--- config.mk ---
export PLATFORM = sky130hd
export DESIGN_NAME = exmem_stage
export DESIGN_NICKNAME = d
export VERILOG_FILES = /design/src/rtl/exmem_stage.sv
export SDC_FILE = /design/constraint.sdc
export NUM_CORES = 1
export LEC_CHECK = 0
export ABC_AREA = 1
export BUFFER_PORTS_ARGS = -buffer_cell sky130_fd_sc_hd__buf_2
export CAP_MARGIN = 20
export CORE_MARGIN = 5
export CORE_UTILIZATION = 41
export DETAILED_ROUTE_END_ITERATION = 12
export GPL_TIMING_DRIVEN = 0
export PLACE_DENSITY = 0.77
export SKIP_LAST_GASP = 1
export SYNTH_ARGS = -nofsm -noshare
export SYNTH_HDL_FRONTEND = slang
export SYNTH_SLANG_ARGS = --single-unit
--- constraint.sdc ---
create_clock -name clk -period 1.3 [get_ports clk]
set_input_delay 0.325 -clock clk [delete_from_list [all_inputs] [get_ports clk]]
set_output_delay 0.325 -clock clk [all_outputs]
set_load 0.005 [all_outputs]
--- src/rtl/exmem_stage.sv ---
`default_nettype none
// ============================================================================
// exmem_stage : execute-to-memory pipeline register with taken-branch redirect,
//               squash shadow for younger instructions, forwarding tap and a
//               wrapping taken-branch counter.
// Revision    : 1.0
// ============================================================================
module exmem_stage #(
  parameter int WIDTH      = 16,
  parameter int SQUASH_CNT = 2
) (
  input  logic             clk,
  input  logic             rst_n,
  // execute side
  input  logic             in_valid,
  output logic             in_ready,
  input  logic [WIDTH-1:0] in_result,
  input  logic             in_taken,
  input  logic             in_is_branch,
  input  logic [WIDTH-1:0] in_target,
  input  logic [3:0]       in_rd,
  input  logic             in_wr_en,
  input  logic             in_mem_rd,
  input  logic             in_mem_wr,
  input  logic [WIDTH-1:0] in_store_data,
  input  logic             flush,
  // memory side
  output logic             out_valid,
  input  logic             out_ready,
  output logic [WIDTH-1:0] out_result,
  output logic [3:0]       out_rd,
  output logic             out_wr_en,
  output logic             out_mem_rd,
  output logic             out_mem_wr,
  output logic [WIDTH-1:0] out_store_data,
  // fetch redirect
  output logic             redirect_valid,
  output logic [WIDTH-1:0] redirect_pc,
  // forwarding to execute
  output logic             fwd_valid,
  output logic [3:0]       fwd_rd,
  output logic [WIDTH-1:0] fwd_data,
  output logic [15:0]      branch_count
);

  localparam int              SQ_W    = 2;
  localparam logic [SQ_W-1:0] SQ_LOAD = SQ_W'(SQUASH_CNT);
  localparam logic [SQ_W-1:0] SQ_ONE  = SQ_W'(1);

  if (SQUASH_CNT < 1 || SQUASH_CNT > 3) begin : g_bad_squash_cnt
    $error("exmem_stage: SQUASH_CNT must be in 1..3");
  end

  typedef enum logic {
    RUN    = 1'b0,
    SQUASH = 1'b1
  } mode_t;

  logic [SQ_W-1:0] sq_left;
  mode_t           mode;
  logic            accept;
  logic            take;
  logic            redirect_now;

  always_comb begin
    mode = RUN;
    if (sq_left != '0) begin
      mode = SQUASH;
    end
  end

  assign in_ready     = ~out_valid | out_ready;
  assign accept       = in_valid & in_ready;
  // flush kills whatever is being accepted in the same cycle
  assign take         = accept & (mode == RUN) & ~flush;
  assign redirect_now = take & in_is_branch & in_taken;

  assign fwd_valid = out_valid & out_wr_en & ~out_mem_rd;
  assign fwd_rd    = out_rd;
  assign fwd_data  = out_result;

  always_ff @(posedge clk) begin
    if (!rst_n) begin
      out_valid      <= 1'b0;
      sq_left        <= '0;
      redirect_valid <= 1'b0;
      redirect_pc    <= '0;
      branch_count   <= '0;
    end else if (flush) begin
      out_valid      <= 1'b0;
      sq_left        <= '0;
      redirect_valid <= 1'b0;
    end else begin
      redirect_valid <= redirect_now;
      if (take) begin
        out_valid <= 1'b1;
      end else if (out_ready) begin
        out_valid <= 1'b0;
      end
      if (redirect_now) begin
        redirect_pc  <= in_target;
        sq_left      <= SQ_LOAD;
        branch_count <= branch_count + 16'd1;
      end else if (accept && mode == SQUASH) begin
        sq_left <= sq_left - SQ_ONE;
      end
    end
  end

  // Payload only moves on a real (non-squashed, non-flushed) accept.
  always_ff @(posedge clk) begin
    if (!rst_n) begin
      out_result     <= '0;
      out_rd         <= '0;
      out_wr_en      <= 1'b0;
      out_mem_rd     <= 1'b0;
      out_mem_wr     <= 1'b0;
      out_store_data <= '0;
    end else if (take) begin
      out_result     <= in_result;
      out_rd         <= in_rd;
      out_wr_en      <= in_wr_en;
      out_mem_rd     <= in_mem_rd;
      out_mem_wr     <= in_mem_wr;
      out_store_data <= in_store_data;
    end
  end

endmodule
`default_nettype wire
# Word level (Yosys, flattened, before mapping)
# Cells that the tools add are included.
dict set report word_totals {
  reg_bits 75
  input_bits 62
  out_inout_bits 95
}
dict set report op_classes {
  bitwise_logic 13
  mux 5
  n_reduce_logical 7
  addsub 2
}
# cell count
set op_table {}
lappend op_table {{$add A16 B1 Y16 const B} 1}
lappend op_table {{$and A1 B1 Y1} 7}
lappend op_table {{$reduce_bool A2 Y1} 3}
lappend op_table {{$not A1 Y1} 5}
lappend op_table {{$mux W2} 2}
lappend op_table {{$mux W1} 3}
lappend op_table {{$reduce_or A3 Y1} 1}
lappend op_table {{$reduce_and A2 Y1} 1}
lappend op_table {{$reduce_or A2 Y1} 1}
lappend op_table {{$sub A2 B1 Y2 const B} 1}
lappend op_table {{$logic_and A1 B1 Y1} 1}
lappend op_table {{$or A1 B1 Y1} 1}

# Depth between registers and ports, before layout
dict set report depth {
  ltp_word 8
  ltp_mapped 11
}

# Least setup slack after synthesis
# OpenSTA, ideal clock, no wires.
dict set report synth_path {
  kind {register -> register}
  startpoint {reg sq_left[0]}
  endpoint {reg branch_count[10]}
  required_time_ns 1.190
  t_arrival_ns 1.241
  n_path_buf 1
  setup_slack_ns -0.051
  stages_incl_launch_ff 11
  path_cell_list {dfxtp_1 > inv_1 > ha_1 > inv_2 > nor2_4 > nand3_4 > nor2_8 > buf_4 > nand4_1 > nand2_1 > nor2_1}
}
dict set report synth_between {
  elab_chain_len 8
}
# element line_no
set synth_rtl {}
lappend synth_rtl {{start: declaration} 59} ;# logic [SQ_W-1:0] sq_left;
lappend synth_rtl {{start signal: assignment} 105} ;# sq_left <= sq_left - SQ_ONE;
lappend synth_rtl {{$reduce_bool A2 Y1} 67} ;# if (sq_left != '0) begin
lappend synth_rtl {{$mux W1} 67}
lappend synth_rtl {{$not A1 Y1} 75} ;# assign take = accept & (mode == RUN) & ~flush;
lappend synth_rtl {{$and A1 B1 Y1 (2 in series)} 75}
lappend synth_rtl {{$and A1 B1 Y1 (2 in series)} 76} ;# assign redirect_now = take & in_is_branch & in_taken;
lappend synth_rtl {{$reduce_and A2 Y1 (no source line)} n/a}
lappend synth_rtl {{end signal: assignment} 103} ;# branch_count <= branch_count + 16'd1;
lappend synth_rtl {{end: declaration} 43} ;# output logic [15:0] branch_count
# No other way between the ends.
# A chain may end at the register's enable or synchronous reset.

# Worst setup path in the final report
dict set report layout_path {
  startpoint {reg sq_left[1]}
  endpoint {reg out_result[5] (netlist: fwd_data[5])}
}
dict set report layout_between {
  elab_chain_len 5
}
# element line_no
set layout_rtl {}
lappend layout_rtl {{$reduce_bool A2 Y1} 67}
lappend layout_rtl {{$mux W1} 67}
lappend layout_rtl {{$not A1 Y1} 75}
lappend layout_rtl {{$and A1 B1 Y1 (2 in series)} 75}
lappend layout_rtl {{end signal: assignment} 120} ;# out_result <= in_result;
lappend layout_rtl {{end: declaration} 30} ;# output logic [WIDTH-1:0] out_result,
# No other way between the ends.

==> results.toml <==
[timing]
slew_violations = 0
worstMarginPinSlew_ns = 0.556
worst_slack_ns = -0.222
fin_crit_ns = 1.52
fmax_ghz = 0.657
finClkSkew_ns = 0.00868
report.final.hold_viol_count = 0
slew_headroom = 0.629
fin_crit_sh = 1.17
holdWs_ns = 0.211
setup_violations = 72
rsz0062_at_grt = "yes"

[die]
fp.dieW_um = 97.6
coreArea_um2 = 7610
die_h_um = 97.6
start_util = 0.414
row_count = 32
ioPinCount = 157
die_area_um2 = 9530

[clock_network]
cts_hold_buf = 0
cts_max_level = 3
cts_tree = "yes"
clock-sinks = 75
clk_pin_slew_worst_paths_ns = 0.08
cts_buffers = 9
clockBufferDepth = 2
insertion_delay_ns = 0.33
clock-root-buffer = "clkbuf_8"

[run_status]
status = "finished, violations left"
violations = "setup timing"

[detailed_routing]
first_pass_iters = 4
viasPerCell = 4.74
drc = 0
wl_per_cell_um = 13.3
vias = 3362
drt-initial-drc-count = 87
wirelength_mm = 9.43
ant_nets = 0

[worst_setup_path]
crit_arrival_ns = 1.78
critPathLaunchType = "register"
cp_cell_sequence = "inv_1 > ha_4 > inv_2 > nor2_4 > nand3_4 > buf_4 > inv_4 > buf_6 > buf_6 > nor2_1 > nor2_1"
path_delay_family = "buffers and inverters"
slowest_stage = "dfxtp_1"
end_kind = "register"
slowest_delay_ns = 0.31
path_class = "reg2reg"
crit_path_max_fanout = 5
cp.required_ns = 1.55
crit_buf_inv = 6

[finish]
drive_gt1_frac = 0.431
layout.nets = 667
area_delta_synth_final_pct = 45.3
insertedDiodeCount = 0
fillCellCount = 702

[synth]
synth_area_leaders = "dfxtp_1 (48%), nor2_1 (16%), o21ai_0 (9.2%)"
yosysMostFrequentCell = "nor2_1"
synth_edf_count = 0
ys_types = 27
syn-cell-area_um2 = 3150
ys_seq_area_frac = 0.477
syn_inst = 424
ys_seq_elements = 75
yosysWarnings = 0
syn_nets = 488
syn_avg_cell_area_um2 = 7.42
synthTopCellsByCount = "nor2_1 (136), dfxtp_1 (75), o21ai_0 (58)"
ys.flop_type = "dfxtp_1"
synth_top_cell_by_area = "dfxtp_1"
yosysTopAreaCellShare = 0.477
synth-async-reset-ratio = 0

[min_path]
min_path_type = "in2reg"

[grt]
antenna_found_initial = 0
first_global_vias = 3235
grt_use_total = 0.195
grt_max_degree = 14
grt_overflow = 0
grt_pass1_wl_mm = 15.4

[place]
dpl.hpwl_mm = 7.13
gp_congestion = 0.873
portBuffers = 156

[power_and_ir_drop]
power_density_nw_per_um2 = 1140
finalPower_mw = 5.20
ir_drop_uv = 548
p_leak_nw = 2.33

[flow_run]
maxCapViolCount = 0
-- cells by family (layout without fill, tap and decap cells) --
family | Yosys count | in the layout | synth area share
and+or+nand+nor | 209 | 209 | 0.283
DFF | 75 | 75 | 0.477
AOI/OAI and AO/OA | 68 | 68 | 0.108
buffers and inverters | 68 | 252 | 0.118
adders and majority gates | 2 | 2 | 0.00795
xor gates and xnor gates | 2 | 2 | 0.00557
-- worst reg2reg max path, delay by kind of cell, from the launching register on --
| family | cells | cell delay [ns] |
|---|---|---|
| buffers and inverters | 6 | 0.61 |
| and+or+nand+nor | 4 | 0.39 |
| DFF | 1 | 0.31 |
| adders and majority gates | 1 | 0.14 |
-- worst paths after layout --
kind	cells after the start	slack (ns)	to	from
worst max-delay path	11	-0.22	fwd_data[5]$_SDFFE_PN0P_	sq_left[1]$_SDFFE_PP0P_
worst min-delay path	3	0.21	redirect_pc[6]$_SDFFE_PN0P_	in_target[6]
worst max register to register	11	-0.22	fwd_data[5]$_SDFFE_PN0P_	sq_left[1]$_SDFFE_PP0P_
worst min register to register	2	0.47	sq_left[1]$_SDFFE_PP0P_	sq_left[1]$_SDFFE_PP0P_
-- per-stage QoR --
stage	util	setup WS [ns]	instances	TNS, ns	cell area (um^2)
after floorplan	-	-0.0451	424	-0.660	3150
after global placement	0.534	-0.212	682	-9.63	4060
after detailed placement	0.534	-0.279	682	-12.27	4060
after CTS	0.586	-0.208	707	-8.80	4450
after global routing	0.601	-0.313	710	-17.55	4570
final	0.601	-0.222	710	-10.73	4570
-- per-layer routing --
layer	part of all wire	wire (um)	global-route usage
met5	0	0	0
met2	0.50	4720	0.343
met3	0.063	594	0.0603
met1	0.42	3930	0.220
met4	0.020	187	0.0745
-- flip-flops by register name, summed over array words and instances (netlist names) --
name and flops:
redirect_valid 1, fwd_rd 4, out_store_data 16, sq_left 2, out_mem_rd 1, out_mem_wr 1
out_valid 1, out_wr_en 1, redirect_pc 16, fwd_data 16, branch_count 16
-- timing repair --
item / in CTS / in global routing
cloned: 3 / 1
pin swaps: 14 / 4
setup endpoints to repair: 77 / 84
hold endpoints to repair: 0 / 0
gates resized for setup: 49 / 41
setup buffers: 6 / 2
-- cell type report --
cell class	instances	area, um^2	area share
clock buffer	11	141	0.0309
inverter	27	104	0.0227
tap	102	128	0.0279
multi-input combinational	281	1370	0.298
timing repair buffer	168	890	0.195
sequential	75	1520	0.332
clock inverter	5	85.1	0.0186
buffer	41	340	0.0744
-- cell usage in the layout (no fill, tap or decap), drive strengths merged --
master,Yosys,layout
buf,31,198
nor2,139,139
dfxtp,75,75
o21ai,58,58
nand2,43,43
inv,27,28
clkbuf,10,22
nand3,16,16
a21oi,10,10
nand4,7,7
nor3,2,2
bufinv,0,2
ha,2,2
nand3b,1,1
or2,1,1
xnor2,1,1
xor2,1,1
clkinv,0,1
clkinvlp,0,1
-- where the power goes --
group,internal (mW),switching (mW)
registers,2.41,0.0693
clock network,1.15,0.857
logic,0.376,0.347
total,3.93,1.27
Note: power is estimated with default switching activity, not from simulation.
